File: config.mk
export PLATFORM = sky130hd
export DESIGN_NAME = iob_asym_mem_lane_sequencer
export DESIGN_NICKNAME = d
export VERILOG_FILES = /design/src/rtl/iob_asym_mem_lane_sequencer.sv
export SDC_FILE = /design/constraint.sdc
export NUM_CORES = 1
export LEC_CHECK = 0
export ABC_AREA = 1
export ABC_CLOCK_PERIOD_IN_PS = 2950
export BUFFER_PORTS_ARGS = -buffer_cell sky130_fd_sc_hd__buf_2
export CORE_MARGIN = 4
export CORE_UTILIZATION = 57
export DETAILED_ROUTE_END_ITERATION = 12
export PLACE_DENSITY = 0.9
export SETUP_SLACK_MARGIN = 0.15
export SYNTH_ARGS = -nofsm -noshare
export SYNTH_HDL_FRONTEND = slang
export SYNTH_SLANG_ARGS = --single-unit
File: constraint.sdc
create_clock -name clk_i -period 2.95 [get_ports clk_i]
set_input_delay 0.59 -clock clk_i [delete_from_list [all_inputs] [get_ports clk_i]]
set_output_delay 0.59 -clock clk_i [all_outputs]
set_load 0.02 [all_outputs]
File: src/rtl/iob_asym_mem_lane_sequencer.sv
// Serializes one wide lane-masked access onto a narrow single-port RAM, lane by lane,
// and reassembles the enabled read lanes into a wide word with a valid pulse.
module iob_asym_mem_lane_sequencer #(
    parameter int DATA_W = 32,
    parameter int R      = 4,
    parameter int ADDR_W = 3
) (
    input  logic                                  clk_i,
    input  logic                                  rst_n_i,
    output logic                                  ready_o,
    input  logic [R-1:0]                          w_en_i,
    input  logic [ADDR_W-1:0]                     w_addr_i,
    input  logic [DATA_W-1:0]                     w_data_i,
    input  logic [R-1:0]                          r_en_i,
    input  logic [ADDR_W-1:0]                     r_addr_i,
    output logic [DATA_W-1:0]                     r_data_o,
    output logic                                  r_valid_o,
    output logic                                  mem_en_o,
    output logic                                  mem_we_o,
    output logic [ADDR_W+$clog2(R)-1:0]           mem_addr_o,
    output logic [DATA_W/R-1:0]                   mem_d_o,
    input  logic [DATA_W/R-1:0]                   mem_d_i
);

    localparam int LANE_W     = DATA_W / R;
    localparam int LB         = $clog2(R);
    localparam int PHY_ADDR_W = ADDR_W + LB;

    typedef enum logic [1:0] {IDLE, WR, RD, WAIT} state_t;

    state_t                     state, state_n;
    logic [R-1:0]               w_rem, w_rem_n, r_rem, r_rem_n;
    logic [ADDR_W-1:0]          w_addr_q, w_addr_n, r_addr_q, r_addr_n;
    logic [R-1:0][LANE_W-1:0]   w_data_q, w_data_n;
    logic [LB-1:0]              lane_q, lane_n;
    logic                       mem_en_n, mem_we_n;
    logic [PHY_ADDR_W-1:0]      mem_addr_n;
    logic [LANE_W-1:0]          mem_d_n;
    logic                       r_valid_n;
    logic                       cap_valid_q;
    logic [LB-1:0]              cap_lane_q;
    logic [R-1:0][LANE_W-1:0]   r_data_q;

    logic                       request;
    logic [R-1:0]               w_mask_src, r_mask_src;
    logic [ADDR_W-1:0]          w_addr_src, r_addr_src;
    logic [R-1:0][LANE_W-1:0]   w_data_src;
    logic [LB-1:0]              w_lane, r_lane;

    function automatic logic [LB-1:0] lowest_lane(input logic [R-1:0] m);
        lowest_lane = '0;
        for (int i = R - 1; i >= 0; i--) begin
            if (m[i]) lowest_lane = LB'(i);
        end
    endfunction

    function automatic logic [R-1:0] clear_lane(input logic [R-1:0] m, input logic [LB-1:0] k);
        clear_lane = m & ~(R'(1) << k);
    endfunction

    assign request  = (|w_en_i) | (|r_en_i);
    assign ready_o  = (state == IDLE) && rst_n_i;
    assign r_data_o = r_data_q;

    // In IDLE the first lane is issued straight from the request ports so it lands in cycle 1.
    assign w_mask_src = (state == IDLE) ? w_en_i   : w_rem;
    assign r_mask_src = (state == IDLE) ? r_en_i   : r_rem;
    assign w_addr_src = (state == IDLE) ? w_addr_i : w_addr_q;
    assign r_addr_src = (state == IDLE) ? r_addr_i : r_addr_q;
    assign w_data_src = (state == IDLE) ? w_data_i : w_data_q;
    assign w_lane     = lowest_lane(w_mask_src);
    assign r_lane     = lowest_lane(r_mask_src);

    always_comb begin
        state_n    = state;
        w_rem_n    = w_rem;
        r_rem_n    = r_rem;
        w_addr_n   = w_addr_q;
        r_addr_n   = r_addr_q;
        w_data_n   = w_data_q;
        lane_n     = lane_q;
        mem_en_n   = 1'b0;
        mem_we_n   = 1'b0;
        mem_addr_n = mem_addr_o;
        mem_d_n    = mem_d_o;
        r_valid_n  = 1'b0;

        case (state)
            IDLE, WR: begin
                if (state == IDLE) begin
                    w_addr_n = w_addr_i;
                    r_addr_n = r_addr_i;
                    w_data_n = w_data_i;
                end
                if (state == WR || request) begin
                    // Writes always drain before reads so same-request reads see new data.
                    if (|w_mask_src) begin
                        state_n    = WR;
                        lane_n     = w_lane;
                        mem_en_n   = 1'b1;
                        mem_we_n   = 1'b1;
                        mem_addr_n = {w_addr_src, w_lane};
                        mem_d_n    = w_data_src[w_lane];
                        w_rem_n    = clear_lane(w_mask_src, w_lane);
                        r_rem_n    = r_mask_src;
                    end else if (|r_mask_src) begin
                        state_n    = RD;
                        lane_n     = r_lane;
                        mem_en_n   = 1'b1;
                        mem_addr_n = {r_addr_src, r_lane};
                        w_rem_n    = '0;
                        r_rem_n    = clear_lane(r_mask_src, r_lane);
                    end else begin
                        state_n = IDLE;
                    end
                end
            end
            RD: begin
                if (|r_rem) begin
                    lane_n     = r_lane;
                    mem_en_n   = 1'b1;
                    mem_addr_n = {r_addr_q, r_lane};
                    r_rem_n    = clear_lane(r_rem, r_lane);
                end else begin
                    state_n = WAIT;
                end
            end
            WAIT: begin
                state_n   = IDLE;
                r_valid_n = 1'b1;
            end
            default: state_n = IDLE;
        endcase
    end

    // Read data for the lane issued last cycle is on mem_d_i now; cap_* remembers which lane.
    always_ff @(posedge clk_i) begin
        if (!rst_n_i) begin
            state       <= IDLE;
            w_rem       <= '0;
            r_rem       <= '0;
            w_addr_q    <= '0;
            r_addr_q    <= '0;
            w_data_q    <= '0;
            lane_q      <= '0;
            mem_en_o    <= 1'b0;
            mem_we_o    <= 1'b0;
            mem_addr_o  <= '0;
            mem_d_o     <= '0;
            r_valid_o   <= 1'b0;
            cap_valid_q <= 1'b0;
            cap_lane_q  <= '0;
            r_data_q    <= '0;
        end else begin
            state       <= state_n;
            w_rem       <= w_rem_n;
            r_rem       <= r_rem_n;
            w_addr_q    <= w_addr_n;
            r_addr_q    <= r_addr_n;
            w_data_q    <= w_data_n;
            lane_q      <= lane_n;
            mem_en_o    <= mem_en_n;
            mem_we_o    <= mem_we_n;
            mem_addr_o  <= mem_addr_n;
            mem_d_o     <= mem_d_n;
            r_valid_o   <= r_valid_n;
            cap_valid_q <= (state == RD);
            cap_lane_q  <= lane_q;
            if (cap_valid_q) r_data_q[cap_lane_q] <= mem_d_i;
        end
    end

endmodule
### Word level (Yosys, flattened, before mapping)

Cells that the tools add are included.

| cells by class | value |
|---|---|
| order comparisons | 3 |
| equality and inequality tests | 7 |
| shifts and indexed selects | 2 |
| mux-type cells | 47 |
| bitwise gates (word level) | 6 |
| reduce and logical (&&, ||, !) cells | 17 |

Operator list:

| kind | number |
|---|---|
| $bwmux 32 | 1 |
| $mux 2 | 16 |
| $mux 32 | 1 |
| $mux 4 | 8 |
| $mux 5 | 4 |
| $reduce_or 4->1 | 5 |
| $bmux 8 s2 | 1 |
| $demux 8 s2 | 1 |
| $mux 8 | 2 |
| $and 4x4->4 | 3 |
| $pmux 5 s2 | 1 |
| $reduce_and 3->1 | 3 |
| $not 4->4 | 2 |
| $pmux 4 s2 | 1 |
| $shl 1x2->4 const A | 2 |
| $lt 2x3->1 const B | 2 |
| $mux 1 | 6 |
| $mux 3 | 2 |
| $ne 2x2->1 const B | 3 |
| $pmux 2 s3 | 1 |
| $eq 2x2->1 const B | 2 |
| $pmux 2 s2 | 1 |
| $reduce_and 4->1 | 1 |
| $reduce_bool 2->1 | 2 |
| other kinds (10) | 11 |

| word-level totals | value |
|---|---|
| flip-flop bits (word level) | 101 |
| output and inout port bits | 49 |
| word-level logic and storage cells | 103 |

### Depth between registers and ports, before layout

| logic depth | value |
|---|---|
| word-level depth | 13 |
| mapped depth | 14 |
| depth with buffers taken out | 13 |

### Worst setup path before layout

Ideal clock, no wire load.

| path | value |
|---|---|
| path type | input-to-output |
| from | in rst_n_i |
| to | out ready_o |
| data arrival time | 1.358 ns |
| setup slack | 1.002 ns |
| stages on the path | 4 |
| path buffers | 2 |
| cell sequence | inv_1 -> clkbuf_1 -> buf_1 -> nor2_1 |

| between the ends | value |
|---|---|
| word-level cells in the longest chain between the ends | 1 |

Ends and longest elaborated chain:

| item | RTL line | text |
|---|---|---|
| start, declared | 9 | `input logic rst_n_i,` |
| $logic_and 1x1->1 | 62 | `assign ready_o = (state == IDLE) && rst_n_i;` |
| end, declared | 10 | `output logic ready_o,` |

No other way between the ends.

### Worst setup path after layout

| path | value |
|---|---|
| from | reg state[1] |
| to | reg mem_d_o[5] |

| between the ends | value |
|---|---|
| word-level cells in the longest chain between the ends | 8 |
| elaborated cells between the ends (all ways) | 14 |
| classes of those cells | eq/ne: 1; mux: 8; reduce/logical: 5 |

Ends and longest elaborated chain:

| item | RTL line | text |
|---|---|---|
| start, declared | 31 | `state_t state, state_n;` |
| start signal, assigned | 155 | `state <= state_n;` |
| $logic_not 2->1 | 66, 70, 88 |  |
| $mux 4 | 66 | `assign w_mask_src = (state == IDLE) ? w_en_i : w_rem;` |
| $mux 2 (4 in series) | 53 | `if (m[i]) lowest_lane = LB'(i);` |
| $bmux 8 s2 | 103 | `mem_d_n = w_data_src[w_lane];` |
| $mux 8 (implied by the code) | 103 |  |
| end signal, assigned | 165 | `mem_d_o <= mem_d_n;` |
| end, declared | 21 | `output logic [DATA_W/R-1:0] mem_d_o,` |

Parallel ways exist; a longest one is shown, timed or not. The select of a mux whose other input is x is not followed.
A chain may end at the register's enable or synchronous reset.

==> impl_metrics.env <==
export IMPL_whs_ps=448
export IMPL_fin_worst_skew_ps=12.4
export IMPL_rows=30
export IMPL_crit_arrival_ps=2680
export IMPL_ys_warn_count=0
export IMPL_yosys_cell_count_top_type="nor2_1"
export IMPL_synth_area_leaders="dfxtp_1 (48%), nor2_1 (10%), nand2_1 (8.4%)"
export IMPL_end_kind="register"
export IMPL_dieArea_sq_um=8730
export IMPL_yosysSeqAreaShare_pct=47.6
export IMPL_layout_drive_gt1_share_pct=22.2
export IMPL_h_tree_depth=3
export IMPL_setup_viol=0
export IMPL_chipHeight_um=93.5
export IMPL_grt_setup_unrepaired="false"
export IMPL_area_growth_pct=18.7
export IMPL_pin_count=105
export IMPL_grt_overflow=0
export IMPL_p_per_area_nw_per_um2=1000
export IMPL_worstSetupStartpointType="register"
export IMPL_remaining_drc_errors=0
export IMPL_holdPathEnd="r_data_o[24]"
export IMPL_initial_core_util_pct=59.9
export IMPL_gp_congestion=0.868
export IMPL_post_route_period_util_pct=81.9
export IMPL_antenna_found_initial=0
export IMPL_syn_inst=559
export IMPL_place_inst=743
export IMPL_total_power_mw=4.94
export IMPL_drv_cap=0
export IMPL_fillers=579
export IMPL_postCtsSetupRepairBufs=0
export IMPL_hp_class="register to register"
export IMPL_worstMarginPinSlew_ps=740
export IMPL_synth_edf_count=0
export IMPL_post_route_min_period_ps=2410
export IMPL_hpwl_mm=7.88
export IMPL_whs_path_depth=2
export IMPL_p_leak_nw=2.52
export IMPL_outcome="completed"
export IMPL_synth_cell_types=25
export IMPL_relSlewSlack_pct=50.2
export IMPL_clk_pin_slew_ps=100
export IMPL_finalSetupTns_ps=0
export IMPL_cts_hold_buffers_added=0
export IMPL_reg2reg_slack_ps=540
export IMPL_synth_seq_cells=99
export IMPL_vdd_ir_drop_max_mv=0.674
export IMPL_path_class="register to register"
export IMPL_instances_no_fill=759
export IMPL_grt_max_degree=53
export IMPL_cts_buffer_depth=2
export IMPL_grt_pass1_wl_mm=17.1
export IMPL_fmax_mhz=414
export IMPL_gr_usage_all_layers_pct=24.8
export IMPL_cp_startpoint="state[1]"
export IMPL_routedWlPerCell_um=14.2
export IMPL_ctsResizeCount=0
export IMPL_synthFlopType="dfxtp_1"
export IMPL_root_buffer="clkbuf_8"
export IMPL_vias=4010
export IMPL_dr_pass1_iters=9
export IMPL_numCtsBuffers=9
export IMPL_die_w_um=93.5
export IMPL_syn_cell_area_sq_um=4160
export IMPL_hold_start="r_data_o[24]"
export IMPL_cts_tree="done"
export IMPL_hold_viol_final=0
export IMPL_cts_sinks=99
export IMPL_grt_pass1_vias=3690
export IMPL_portBuffers=104
export IMPL_utilization_pct=71.2
export IMPL_async_flop_share_pct=0
export IMPL_synthTopCellsByCount="nor2_1 (114), dfxtp_1 (99), nand2_1 (93), o21ai_0 (64), inv_1 (53)"
export IMPL_cp_data_required_time_ps=3220
export IMPL_r2r_cells=9
export IMPL_reg2reg_from="state[1]"
export IMPL_synth_top_area_share_pct=47.6
export IMPL_wl_mm=10.8
export IMPL_regToRegEndpoint="mem_d_o[5]"
export IMPL_postSynthAreaPerCell_sq_um=7.45
export IMPL_final_max_slew_viol_count=0
export IMPL_antenna_cells=0
export IMPL_synth_top_area_cell="dfxtp_1"
export IMPL_path_max_fanout=17
export IMPL_clk_latency_ps=370
export IMPL_syn_nets=615
export IMPL_final_nets=714
export IMPL_antenna_left=0
export IMPL_first_iter_violations=277
export IMPL_core_sq_um=6940
export IMPL_avgViaCountPerCell=5.28
[layer usage]
metal / GRT usage (%) / wire length, um / vias to the layer above
li1: - / - / 1984
met1: 31.9 / 4570 / 1822
met2: 41.1 / 5120 / 171
met3: 3.78 / 754 / 33
met4: 11.0 / 313 / 0
met5: 0 / 0 / -
[cell usage in the layout, fill, tap and decap left out, types with 2 or more instances in the layout]
master	netlist	layout
nor2_1	114	114
o21ai_1	2	2
dfxtp_1	99	99
buf_4	2	4
nor3_1	3	3
nand2_2	11	11
inv_6	0	2
o21ai_0	64	64
nand3_1	22	22
nand4_1	3	3
inv_2	4	4
nand2_1	93	93
nand2_4	2	2
mux2i_1	28	28
clkbuf_8	0	9
nor2_2	2	2
inv_1	53	53
a21oi_1	34	34
buf_2	2	104
clkinv_4	0	2
[cell families (layout without fill, tap and decap cells)]
| logic type | after synthesis | in the layout | synth area share [%] |
|---|---|---|---|
| AOI/OAI and AO/OA | 101 | 101 | 12.2 |
| buffers and inverters | 78 | 182 | 7.81 |
| DFF | 99 | 99 | 47.6 |
| muxes | 28 | 28 | 6.73 |
| and+or+nand+nor | 253 | 253 | 25.6 |
[metrics by stage]
| step | setup slack, ps | instance area (sq um) |
|---|---|---|
| after detailed placement | 582 | 4730 |
| after global routing | 357 | 4940 |
| final | 535 | 4940 |
| after CTS | 575 | 4940 |
| after floorplan | 1000 | 4160 |
| after global placement | 737 | 4730 |
[worst max-delay path by stage]
stage	endpoint	cells past startpoint
floorplan	ready_o	4
global placement	mem_d_o[5]	9
detailed placement	mem_d_o[5]	9
CTS	mem_d_o[5]	9
global route	mem_d_o[5]	9
finish	mem_d_o[5]	9
[flip-flops by register name, summed over array words and instances (netlist names), 3 cells and up]
name,cells
r_rem,4
mem_addr_o,5
r_data_o,32
r_addr_q,3
w_addr_q,3
w_rem,4
mem_d_o,8
w_data_q,32
[report_power, final]
part / switching [mW] / internal [mW] / total (mW)
Sequential: 0.128 / 1.62 / 1.75
Combinational: 1.53 / 0.732 / 2.27
Clock: 0.518 / 0.414 / 0.932
[layout make-up]
type,count,area [sq um],share of cell area [%]
clock buffers,9,124,2.51
clock inverters,7,92.6,1.87
inverters,58,218,4.41
multi-input cells,382,1860,37.5
flip-flops and latches,99,1980,40.1
well taps,96,120,2.43
repair buffers,108,551,11.1
[critical path, cell delays in order (launching register included)]
cell     delay, ps
dfxtp_1        420
nor2_4         380
buf_4          310
o21ai_2        110
nand2_2        140
nor2_8          60
nor2_2         420
o21ai_0        220
nor2_1         160
a21oi_1         80
Note: power is estimated with default switching activity, not from simulation.
